$ cat src/rtl/adder_subtractor_pkg.sv
// adder_subtractor_pkg
//   Shared definitions for the serial adder/subtractor datapaths and their
//   control FSMs: the control-state encoding and its enum type.
package adder_subtractor_pkg;

    localparam logic [1:0] ST_IDLE = 2'd0;
    localparam logic [1:0] ST_RUN  = 2'd1;
    localparam logic [1:0] ST_DONE = 2'd2;

    typedef enum logic [1:0] {
        S_IDLE = ST_IDLE,
        S_RUN  = ST_RUN,
        S_DONE = ST_DONE
    } serial_state_e;

endpackage

$ cat src/rtl/serial_subtractor_fs_cell.sv
// fs_cell
//   Combinational 1-bit full subtractor: x - y - bin.
//   Ports:
//     x    in   minuend bit
//     y    in   subtrahend bit
//     bin  in   borrow in
//     d    out  difference bit
//     bout out  borrow out
module fs_cell (
    input  logic x,
    input  logic y,
    input  logic bin,
    output logic d,
    output logic bout
);

    assign d    = x ^ y ^ bin;
    assign bout = (~x & y) | (~(x ^ y) & bin);

endmodule

$ cat src/rtl/serial_subtractor.sv
// serial_subtractor
//   Bit-serial WIDTH-bit subtractor (diff = a - b), LSB first, one
//   full-subtractor cell evaluated per clock, with a start/done handshake.
//   Optional signed-overflow flag when SUB_OVF_FLAG_EN is defined.
//   Ports:
//     clk        in   clock, all logic on posedge
//     rst_n      in   synchronous active-low reset
//     start      in   operation request, sampled only in IDLE
//     a, b       in   WIDTH-bit minuend / subtrahend, captured on accepted start
//     busy       out  high in RUN and DONE
//     done       out  one-cycle pulse when diff/borrow_out are updated
//     diff       out  a - b mod 2^WIDTH, held until the next result
//     borrow_out out  final borrow (unsigned a < b)
//     ovf        out  signed overflow (SUB_OVF_FLAG_EN only)
//
//   state | meaning
//   ------+------------------------------------------------------
//   IDLE  | waiting for start; outputs hold the last result
//   RUN   | one bit per cycle through fs_cell, count = bit index
//   DONE  | done pulse; result registers freshly written
module serial_subtractor
    import adder_subtractor_pkg::*;
#(
    parameter int WIDTH = 8
) (
    input  logic             clk,
    input  logic             rst_n,
    input  logic             start,
    input  logic [WIDTH-1:0] a,
    input  logic [WIDTH-1:0] b,
    output logic             busy,
    output logic             done,
    output logic [WIDTH-1:0] diff,
    output logic             borrow_out
`ifdef SUB_OVF_FLAG_EN
    ,
    output logic             ovf
`endif
);

    localparam int CW = $clog2(WIDTH);
    localparam logic [CW-1:0] LAST = CW'(WIDTH - 1);

    serial_state_e    state_q, state_d;
    logic [CW-1:0]    count_q, count_d;
    logic [WIDTH-1:0] a_sr_q, a_sr_d;
    logic [WIDTH-1:0] b_sr_q, b_sr_d;
    // Only WIDTH-1 result bits need storing: the last bit goes straight to diff.
    logic [WIDTH-2:0] r_sr_q, r_sr_d;
    logic             bflop_q, bflop_d;
    logic [WIDTH-1:0] diff_q, diff_d;
    logic             borrow_q, borrow_d;
    logic             busy_q, busy_d;
    logic             done_q, done_d;

    logic             cell_d, cell_bout;
    logic [WIDTH-1:0] r_shift;

    fs_cell u_cell (
        .x    (a_sr_q[0]),
        .y    (b_sr_q[0]),
        .bin  (bflop_q),
        .d    (cell_d),
        .bout (cell_bout)
    );

    assign r_shift = {cell_d, r_sr_q};

`ifdef SUB_OVF_FLAG_EN
    logic a_msb_q, a_msb_d;
    logic b_msb_q, b_msb_d;
    logic ovf_q, ovf_d;
`endif

    always_comb begin
        state_d  = state_q;
        count_d  = count_q;
        a_sr_d   = a_sr_q;
        b_sr_d   = b_sr_q;
        r_sr_d   = r_sr_q;
        bflop_d  = bflop_q;
        diff_d   = diff_q;
        borrow_d = borrow_q;
        busy_d   = busy_q;
        done_d   = 1'b0;
`ifdef SUB_OVF_FLAG_EN
        a_msb_d  = a_msb_q;
        b_msb_d  = b_msb_q;
        ovf_d    = ovf_q;
`endif
        case (state_q)
            S_IDLE: begin
                busy_d = 1'b0;
                if (start) begin
                    a_sr_d  = a;
                    b_sr_d  = b;
                    bflop_d = 1'b0;
                    count_d = '0;
                    state_d = S_RUN;
                    busy_d  = 1'b1;
`ifdef SUB_OVF_FLAG_EN
                    a_msb_d = a[WIDTH-1];
                    b_msb_d = b[WIDTH-1];
`endif
                end
            end
            S_RUN: begin
                a_sr_d  = a_sr_q >> 1;
                b_sr_d  = b_sr_q >> 1;
                r_sr_d  = r_shift[WIDTH-1:1];
                bflop_d = cell_bout;
                if (count_q == LAST) begin
                    diff_d   = r_shift;
                    borrow_d = cell_bout;
                    done_d   = 1'b1;
                    state_d  = S_DONE;
`ifdef SUB_OVF_FLAG_EN
                    ovf_d    = (a_msb_q != b_msb_q) && (cell_d != a_msb_q);
`endif
                end else begin
                    count_d = count_q + 1'b1;
                end
            end
            S_DONE: begin
                busy_d  = 1'b0;
                state_d = S_IDLE;
            end
            default: begin
                busy_d  = 1'b0;
                state_d = S_IDLE;
            end
        endcase
    end

    always_ff @(posedge clk) begin
        if (!rst_n) begin
            state_q  <= S_IDLE;
            count_q  <= '0;
            a_sr_q   <= '0;
            b_sr_q   <= '0;
            r_sr_q   <= '0;
            bflop_q  <= 1'b0;
            diff_q   <= '0;
            borrow_q <= 1'b0;
            busy_q   <= 1'b0;
            done_q   <= 1'b0;
`ifdef SUB_OVF_FLAG_EN
            a_msb_q  <= 1'b0;
            b_msb_q  <= 1'b0;
            ovf_q    <= 1'b0;
`endif
        end else begin
            state_q  <= state_d;
            count_q  <= count_d;
            a_sr_q   <= a_sr_d;
            b_sr_q   <= b_sr_d;
            r_sr_q   <= r_sr_d;
            bflop_q  <= bflop_d;
            diff_q   <= diff_d;
            borrow_q <= borrow_d;
            busy_q   <= busy_d;
            done_q   <= done_d;
`ifdef SUB_OVF_FLAG_EN
            a_msb_q  <= a_msb_d;
            b_msb_q  <= b_msb_d;
            ovf_q    <= ovf_d;
`endif
        end
    end

    assign busy       = busy_q;
    assign done       = done_q;
    assign diff       = diff_q;
    assign borrow_out = borrow_q;
`ifdef SUB_OVF_FLAG_EN
    assign ovf        = ovf_q;
`endif

endmodule
$ cat config.mk
export PLATFORM = sky130hd
export DESIGN_NAME = serial_subtractor
export DESIGN_NICKNAME = d
export VERILOG_FILES = /design/src/rtl/adder_subtractor_pkg.sv /design/src/rtl/serial_subtractor_fs_cell.sv /design/src/rtl/serial_subtractor.sv
export SDC_FILE = /design/constraint.sdc
export NUM_CORES = 1
export LEC_CHECK = 0
export ABC_CLOCK_PERIOD_IN_PS = 1600
export BUFFER_PORTS_ARGS = -buffer_cell sky130_fd_sc_hd__buf_2
export CAP_MARGIN = 10
export CORE_MARGIN = 2
export CORE_UTILIZATION = 42
export CTS_CLUSTER_SIZE = 14
export DETAILED_ROUTE_END_ITERATION = 8
export SLEW_MARGIN = 15
export SYNTH_ARGS = -nofsm -noshare
export SYNTH_HDL_FRONTEND = slang
export SYNTH_SLANG_ARGS = --single-unit
$ cat constraint.sdc
create_clock -name clk -period 1.6 [get_ports clk]
set_clock_uncertainty 0.05 [all_clocks]
set_input_delay 0.16 -clock clk [delete_from_list [all_inputs] [get_ports clk]]
set_output_delay 0.16 -clock clk [all_outputs]
set_load 0.01 [all_outputs]
==> flow_metrics.env, run 1 <==
export IMPL_synth_largest_area_cell="dfxtp_1"
export IMPL_hold_path_class="in2reg"
export IMPL_cts_root_buf="clkbuf_8"
export IMPL_clkTransAtPathRegs_ns=0.07
export IMPL_pin_count=30
export IMPL_cpMaxStageDelayCell="dfxtp_1"
export IMPL_start_util_pct=42.8
export IMPL_htree_num_levels=2
export IMPL_multi_input_area_sq_um=751
export IMPL_period_share_pct=87.2
export IMPL_grt_max_degree=27
export IMPL_intPower_mw=1.48
export IMPL_synth_seq_area_share_pct=47.5
export IMPL_antenna_left=0
export IMPL_ys_seq_elements=40
export IMPL_ys_warn_count=0
export IMPL_cap_violations=0
export IMPL_finalNetCount=254
export IMPL_drt_vias_per_instance=5.02
export IMPL_leakage_nw=0.760
export IMPL_power_share_clock_pct=34.7
export IMPL_synth_area_leaders="dfxtp_1 (47%), nand2_1 (10%), a21oi_1 (7.4%)"
export IMPL_fp_dieArea_sq_um=4540
export IMPL_status="completed"
export IMPL_diodes=0
export IMPL_fin_setup_tns_ns=0
export IMPL_totalWireLength_um=3160
export IMPL_utilization_pct=49.4
export IMPL_syn_avg_cell_area_sq_um=8.31
export IMPL_rsz0062_at_grt="no"
export IMPL_num_rows=23
export IMPL_fmax_mhz=717
export IMPL_synthArstFlopShare_pct=0
export IMPL_syn_to_final_growth_pct=15.5
export IMPL_power_density_nw_per_um2=998
export IMPL_cp_required_ns=1.77
export IMPL_cts_buffer_depth=2
export IMPL_fillerInstances=397
export IMPL_drive_gt1_share_pct=20.6
export IMPL_clock_sinks=40
export IMPL_antenna_found_initial=0
export IMPL_syn_cell_area_sq_um=1690
export IMPL_critPathKind="reg2reg"
export IMPL_dieHeight_um=67.4
export IMPL_cp_cell_sequence="nand2b_1 > buf_4 > o221ai_1 > a21oi_1"
export IMPL_place_gp_congestion=0.718
export IMPL_post_route_min_period_ns=1.40
export IMPL_crit_fanout=26
export IMPL_cts_tree="yes"
export IMPL_numCtsBuffers=5
export IMPL_num_vias=1420
export IMPL_seqPwrFrac_pct=54.9
export IMPL_ys_flop_type="dfxtp_1"
export IMPL_netlist_instances=203
export IMPL_startpoint_type="flip-flop"
export IMPL_core_sq_um=3940
export IMPL_clkLatencyLatePin_ns=0.28
export IMPL_syn_nets=225
export IMPL_cp_arrival_ns=1.57
export IMPL_drt_iter0_markers=50
export IMPL_synth_top_cell_area_share_pct=47.5
export IMPL_synth_edf_count=0
export IMPL_tightest_slew_ns=0.369
export IMPL_switchingPower_uw=465
export IMPL_grt_ovfl_total=0
export IMPL_die_w_um=67.4
export IMPL_grt_pass1_wl_um=5420
export IMPL_combPwrFrac_pct=10.4
export IMPL_setup_worst_path_end_class="flip-flop"
export IMPL_sw_frac_of_total_pct=23.9
export IMPL_max_stage_delay_ns=0.54
export IMPL_first_pass_iters=4
export IMPL_hold_viol_final=0
export IMPL_seq_area_sq_um=801
export IMPL_synth_cell_types=25
export IMPL_relSlewSlack_pct=75.4
export IMPL_slew_viol_final=0
export IMPL_io_buffers=29
export IMPL_grt_use_total_pct=15.9
export IMPL_setup_viol=0
export IMPL_max_vdd_ir_drop_v=0.000568
export IMPL_grt_pass1_vias=1259
export IMPL_remaining_drc_errors=0
export IMPL_hpwlAfterDp_um=2160
export IMPL_wl_per_cell_um=11.2
-- cells in the mapped netlist, types with 2 or more instances --
master,count
ha_1,2
a31oi_1,14
buf_2,5
or3b_1,3
nand2_1,47
a21oi_1,25
o21ai_0,15
nand3_1,18
nor2_1,4
dfxtp_1,40
buf_6,5
inv_1,5
o221ai_1,3
buf_4,4
nand2b_1,3
-- power by group through the flow --
stage	logic, mW	clock network (mW)	registers, mW
after floorplan	0.154	0	1.08
after global placement	0.203	0	1.09
after detailed placement	0.203	0	1.09
after CTS	0.203	0.700	1.07
after global routing	0.226	0.751	1.07
final	0.201	0.675	1.07
-- cell type report --
cell class | count | share of cell area, %
clock buffer | 8 | 4.62
timing repair buffer | 38 | 11.6
sequential | 40 | 41.1
tap | 50 | 3.21
multi-input combinational | 142 | 38.5
inverter | 5 | 0.963
-- worst max-delay path: cells and delay by family (launching register included) --
family	cells	cell delay, ns
flip-flops	1	0.54
AO/OA/AOI/OAI	2	0.29
buffers and inverters	1	0.26
AND/OR/NAND/NOR	1	0.18
-- kinds of logic after synthesis --
group           Yosys count  synth area share [%]
flops                    40                  47.5
simple gates             80                  22.3
compound gates           59                  19.4
fa+ha+maj                 3                  2.67
buf+inv                  21                  8.16
-- worst paths after layout --
kind / startpoint / endpoint / slack (ns) / depth (start not counted)
worst max-delay path: state_q[1] / a_sr_q[6] / 0.20 / 4
worst min-delay path: b[2] / b_sr_q[2] / 0.08 / 3
worst max register to register: state_q[1] / a_sr_q[6] / 0.20 / 4
worst min register to register: diff[5] / diff[5] / 0.40 / 2
-- metal layers --
metal / part of all wire, % / wire, um / global-route usage [%] / vias to the layer above
met1: 50 / 1570 / 18.7 / 631
met3: 4.1 / 131 / 4.50 / 8
met4: 2.3 / 74 / 9.18 / 0
met5: 0 / 0 / 0 / -
li1: - / - / - / 755
met2: 44 / 1390 / 25.9 / 26
-- cell usage in the layout (no fill, tap or decap) --
master    instances
nand3_1          18
a311oi_1          1
ha_1              1
dfxtp_1          40
nand2_1          47
o21ai_1           1
ha_2              1
nand2b_4          1
a31oi_1          14
nor4b_1           1
nand3b_2          1
o21ai_0          15
nor2b_1           1
buf_4             8
inv_1             5
fa_1              1
o221ai_1          3
buf_12            1
nand2b_1          3
and2b_2           1
nor2_1            4
or3b_1            3
clkbuf_8          6
buf_2            29
clkbuf_1          2
a21oi_1          25
-- what timing repair did --
action,in CTS,in global routing
setup buffers,0,0
hold buffers,0,0
gates resized for setup,0,1
setup endpoints to repair,0,9
hold endpoints to repair,0,0
-- metrics by stage --
step	power [mW]	hold slack, ns	cell area (sq um)	setup WS (ns)	instances
after floorplan	1.24	0.248	1690	0.278	203
after global placement	1.29	0.372	1860	0.166	275
after detailed placement	1.29	0.380	1860	0.111	275
after CTS	1.97	0.0696	1950	0.0980	283
after global routing	2.05	0.0723	1950	0.0210	283
final	1.94	0.0786	1950	0.204	283
-- sequential cells by signal, indices dropped and copies added (netlist names) --
signal / cells
a_sr_q: 8
b_sr_q: 8
bflop_q: 1
borrow_out: 1
busy: 1
count_q: 3
diff: 8
done: 1
r_sr_q: 7
state_q: 2
No activity file was read; power rests on OpenSTA's default activity.
==> inputs of run 2 (changes only) <==
- ABC_AREA: default -> 1
==> run 2 against run 1 <==
Synthesized cell count is 16% higher. Via count is 2.9% higher. Flip-flop and latch count stayed put. Global-route usage is 1.3 points higher. Wire length is 4.0% higher. Worst hold slack worse by 0.036 ns. Synthesized area is 0.15% higher. Utilization is 2.7 points higher. Critical path type unchanged. Register-to-register slack hardly changed. Power is 26% higher. Largest cell class unchanged. Clock power is 67% higher. Design area is 5.4% higher.
==> flow_metrics.env, run 2 <==
export IMPL_status="completed"
export IMPL_min_path_cells=3
export IMPL_syn_cell_area_sq_um=1690
export IMPL_leakage_nw=0.999
export IMPL_grt_use_total_pct=17.2
export IMPL_io_buffers=29
export IMPL_clkTransAtPathRegs_ns=0.08
export IMPL_placed_area_sq_um=1890
export IMPL_mostFrequentLayoutCell="nor2_1"
export IMPL_rsz0062_at_grt="no"
export IMPL_synth_edf_count=0
export IMPL_finalInstanceArea_sq_um=2050
export IMPL_cp_arrival_ns=1.55
export IMPL_switchingPower_uw=524
export IMPL_dieHeight_um=67.4
export IMPL_remaining_drc_errors=0
export IMPL_tightest_slew_ns=0.429
export IMPL_seqPwrFrac_pct=43.9
export IMPL_clkLatencyLatePin_ns=0.29
export IMPL_synth_common_cells="nand2_1 (46), nor2_1 (46), dfxtp_1 (40), inv_1 (27), nand3_1 (22)"
export IMPL_crit_fanout=6
export IMPL_synth_seq_area_share_pct=47.4
export IMPL_setup_viol=0
export IMPL_syn_nets=257
export IMPL_power_share_clock_pct=46.3
export IMPL_synth_top_cell_area_share_pct=47.4
export IMPL_critPathKind="reg2reg"
export IMPL_pin_count=30
export IMPL_reg2regPathDepth=6
export IMPL_grt_pass1_vias=1302
export IMPL_reg2reg_to="diff[5]"
export IMPL_synth_largest_area_cell="dfxtp_1"
export IMPL_max_vdd_ir_drop_v=0.000743
export IMPL_numCtsBuffers=5
export IMPL_cap_violations=0
export IMPL_hold_viol_final=0
export IMPL_start_util_pct=42.8
export IMPL_synth_cell_types=19
export IMPL_rr_startpoint="count_q[0]"
export IMPL_totalWireLength_um=3290
export IMPL_fmax_mhz=722
export IMPL_startpoint_type="flip-flop"
export IMPL_place_gp_congestion=0.766
export IMPL_ys_seq_elements=40
export IMPL_post_cts_setup_buffers=0
export IMPL_antenna_left=0
export IMPL_sw_frac_of_total_pct=21.4
export IMPL_fin_setup_tns_ns=0
export IMPL_mostFrequentLayoutCells="nor2_1 (46), nand2_1 (45), dfxtp_1 (40), buf_2 (29), inv_1 (27)"
export IMPL_relSlewSlack_pct=71.4
export IMPL_htree_num_levels=2
export IMPL_slew_viol_final=0
export IMPL_combPwrFrac_pct=9.9
export IMPL_grt_max_degree=25
export IMPL_netlist_instances=235
export IMPL_hpwlAfterDp_um=2300
export IMPL_num_rows=23
export IMPL_die_w_um=67.4
export IMPL_core_sq_um=3940
export IMPL_intPower_mw=1.93
export IMPL_ys_warn_count=0
export IMPL_synthArstFlopShare_pct=0
export IMPL_wl_per_cell_um=10.3
export IMPL_clock_sinks=40
export IMPL_synth_area_leaders="dfxtp_1 (47%), nand2_1 (10%), nor2_1 (10%)"
export IMPL_cts_root_buf="clkbuf_8"
export IMPL_utilization_pct=52.1
export IMPL_antenna_found_initial=0
export IMPL_cts_tree="yes"
export IMPL_holdCritStartpoint="b[1]"
export IMPL_drt_iter0_markers=97
export IMPL_fillerInstances=420
export IMPL_diodes=0
export IMPL_post_route_min_period_ns=1.38
export IMPL_cp_required_ns=1.76
export IMPL_syn_to_final_growth_pct=21.6
export IMPL_hold_path_class="in2reg"
export IMPL_ys_flop_type="dfxtp_1"
export IMPL_period_share_pct=86.5
export IMPL_first_pass_iters=4
export IMPL_drive_gt1_share_pct=19.3
export IMPL_power_density_nw_per_um2=1190
export IMPL_cts_buffer_depth=2
export IMPL_drt_vias_per_instance=4.57
export IMPL_reg2reg_slack_ns=0.22
export IMPL_num_vias=1461
export IMPL_setup_worst_path_end_class="flip-flop"
export IMPL_grt_pass1_wl_um=5750
export IMPL_finalNetCount=291
export IMPL_grt_ovfl_total=0
export IMPL_syn_avg_cell_area_sq_um=7.19
export IMPL_fp_dieArea_sq_um=4540
export IMPL_min_to="b_sr_q[1]"
## run 2: worst max-delay path, cell delays in order (launching register included)
cell and delay (ns):
dfxtp_1 0.34, ha_1 0.16, ha_1 0.20, inv_1 0.10
nor2_4 0.18, nand2_2 0.12, o21ai_0 0.17
## run 2: power by group through the flow
stage	logic (mW)	registers, mW	clock network (mW)
floorplan	0.179	1.10	0
global placement	0.244	1.10	0
detailed placement	0.243	1.10	0
CTS	0.245	1.08	1.17
global route	0.287	1.08	1.21
finish	0.242	1.08	1.13
## run 2: worst max path at each step
stage,from,end,slack (ns)
floorplan,b_sr_q[0],bflop_q,0.34
global placement,count_q[0],diff[5],0.23
detailed placement,count_q[0],diff[5],0.16
CTS,count_q[0],diff[5],0.14
global route,count_q[0],diff[5],0.04
finish,count_q[0],diff[5],0.22
## run 2: cell families after synthesis
| kind of cell | count (synthesis) | share of synthesized area (%) |
|---|---|---|
| AOI/OAI and AO/OA | 25 | 7.63 |
| buffers and inverters | 37 | 9.63 |
| DFF | 40 | 47.4 |
| and+or+nand+nor | 130 | 32.7 |
| adders and majority gates | 3 | 2.67 |
## run 2: what timing repair did
item,4_1_cts,5_1_grt
hold buffers,0,0
resized for setup,0,1
endpoints found under the setup margin,0,2
## run 2: stage by stage
| stage | hold slack [ns] | std cells | total power [mW] | setup WS, ns |
|---|---|---|---|---|
| 6_report | 0.0427 | 320 | 2.45 | 0.216 |
| 5_1_grt | 0.0495 | 320 | 2.58 | 0.0441 |
| 4_1_cts | 0.0317 | 320 | 2.49 | 0.136 |
| 3_5_place_dp | 0.348 | 312 | 1.34 | 0.160 |
| 3_3_place_gp | 0.341 | 312 | 1.34 | 0.226 |
| 2_1_floorplan | 0.252 | 235 | 1.27 | 0.339 |
## run 2: layout make-up
class | count | area [sq um] | area share (%)
Clock inverter | 3 | 90.1 | 4.39
Inverter | 28 | 105 | 5.12
Multi-Input combinational cell | 158 | 728 | 35.5
Timing Repair Buffer | 36 | 198 | 9.63
Clock buffer | 5 | 68.8 | 3.35
Sequential cell | 40 | 801 | 39.0
Tap cell | 50 | 62.6 | 3.05
## run 2: metal layers
metal	track usage (%)	up-vias	routed length (um)	part of all wire, %
li1	-	802	-	-
met1	21.5	627	1670	51
met2	26.7	26	1400	43
met3	4.17	6	154	4.7
met4	10.7	0	66	2.0
met5	0	-	0	0
==> inputs of run 3 (changes only) <==
- ABC_CLOCK_PERIOD_IN_PS: 1600 -> 1750
- MAX_ROUTING_LAYER: default -> met4
- clock period: 1.6 -> 1.75 ns (I/O delays scaled with it)
==> run 3 against run 2 <==
Global-route usage down 0.12 points. Cell count down 0.31%. Die area unchanged. Utilization fell by 1.9 points. Fmax shrank 5.3%. Flip-flop and latch count unchanged. Worst hold slack better by 0.026 ns. Critical endpoint unchanged. Highest routed layer unchanged.
==> flow_metrics.env, run 3 (same netlist as run 2, synthesis figures left out) <==
export IMPL_status="completed"
export IMPL_cap_violations=0
export IMPL_startpoint_type="flip-flop"
export IMPL_dp_cells=311
export IMPL_rsz0062_at_grt="no"
export IMPL_grt_ovfl_total=0
export IMPL_die_w_um=67.4
export IMPL_period_share_pct=83.5
export IMPL_clkLatencyLatePin_ns=0.28
export IMPL_setup_worst_path_end_class="flip-flop"
export IMPL_rr_startpoint="count_q[0]"
export IMPL_antenna_left=0
export IMPL_grt_pass1_wl_um=5580
export IMPL_num_vias=1454
export IMPL_fp_dieArea_sq_um=4540
export IMPL_cp_required_ns=1.91
export IMPL_hold_path_class="in2reg"
export IMPL_worst_hold_slack_ns=0.0692
export IMPL_clkTransAtPathRegs_ns=0.07
export IMPL_diodes=0
export IMPL_antenna_found_initial=0
export IMPL_leakage_nw=0.966
export IMPL_fmax_mhz=684
export IMPL_pin_count=30
export IMPL_crit_fanout=6
export IMPL_relSlewSlack_pct=70.8
export IMPL_place_gp_congestion=0.778
export IMPL_num_rows=23
export IMPL_setup_viol=0
export IMPL_tightest_slew_ns=0.438
export IMPL_clock_sinks=40
export IMPL_fin_setup_tns_ns=0
export IMPL_remaining_drc_errors=0
export IMPL_holdCritStartpoint="b[5]"
export IMPL_cts_root_buf="clkbuf_8"
export IMPL_critPathKind="reg2reg"
export IMPL_grt_pass1_vias=1260
export IMPL_mostFrequentLayoutCells="nand2_1 (46), nor2_1 (46), dfxtp_1 (40), buf_2 (29), inv_1 (27)"
export IMPL_grt_use_total_pct=17.1
export IMPL_core_sq_um=3940
export IMPL_finalNonFillerCells=319
export IMPL_dieHeight_um=67.4
export IMPL_first_pass_iters=4
export IMPL_hpwlAfterDp_um=2370
export IMPL_drt_vias_per_instance=4.56
export IMPL_power_density_nw_per_um2=922
export IMPL_cts_tree="yes"
export IMPL_io_buffers=29
export IMPL_numCtsBuffers=5
export IMPL_post_route_min_period_ns=1.46
export IMPL_hold_buffers=0
export IMPL_max_vdd_ir_drop_v=0.000323
export IMPL_syn_to_final_growth_pct=17.0
export IMPL_post_cts_setup_buffers=0
export IMPL_critPathLaunch="count_q[0]"
export IMPL_cp_arrival_ns=1.62
export IMPL_finalNetCount=290
export IMPL_wl_per_cell_um=10.5
export IMPL_drive_gt1_share_pct=18.6
export IMPL_cts_buffer_depth=2
export IMPL_hold_viol_final=0
export IMPL_start_util_pct=42.8
export IMPL_drt_iter0_markers=99
export IMPL_htree_num_levels=2
export IMPL_cts_resized=0
export IMPL_slew_viol_final=0
export IMPL_grt_max_degree=28
export IMPL_totalWireLength_um=3350
run 3: power by group:
part	switching, mW	total, mW	internal (mW)
logic	0.133	0.220	0.0870
clock network	0.304	0.618	0.314
registers	0.0233	0.984	0.961
run 3: worst paths after layout:
kind	slack [ns]	depth (start not counted)	endpoint
hold / removal	0.07	3	b_sr_q[5]
setup / recovery	0.29	6	diff[5]
hold reg to reg	0.41	2	bflop_q
setup reg to reg	0.29	6	diff[5]
run 3: per-layer routing:
metal  vias to the layer above  share of wire [%]  global-route usage (%)
li1                        796                  -                       -
met1                       633                 53                    22.5
met2                        21                 41                    24.9
met3                         4                4.1                    4.67
met4                         0                1.3                    6.89
met5                         -                  0                       -
run 3: area by class of cell:
class | instances | area, sq um
tap | 50 | 62.6
inverter | 28 | 105
fill | 436 | 1970
multi-input combinational | 158 | 726
clock buffer | 6 | 82.6
timing repair buffer | 35 | 190
sequential | 40 | 801
clock inverter | 2 | 10.0
run 3: critical path: stages (launching register included):
cell and delay [ns]:
dfxtp_1 0.33, ha_1 0.16, ha_1 0.20, inv_1 0.10, nor2_4 0.18, nand2_1 0.18, o21ai_0 0.19
run 3: per-stage QoR:
step | setup WS, ns | total power, mW | area [sq um] | util, %
after global routing | 0.122 | 1.94 | 1980 | 50.1
final | 0.289 | 1.82 | 1980 | 50.1
after floorplan | 0.489 | 1.16 | 1690 | -
after CTS | 0.286 | 1.85 | 1980 | 50.1
after detailed placement | 0.302 | 1.23 | 1880 | 47.8
after global placement | 0.360 | 1.23 | 1880 | 47.8
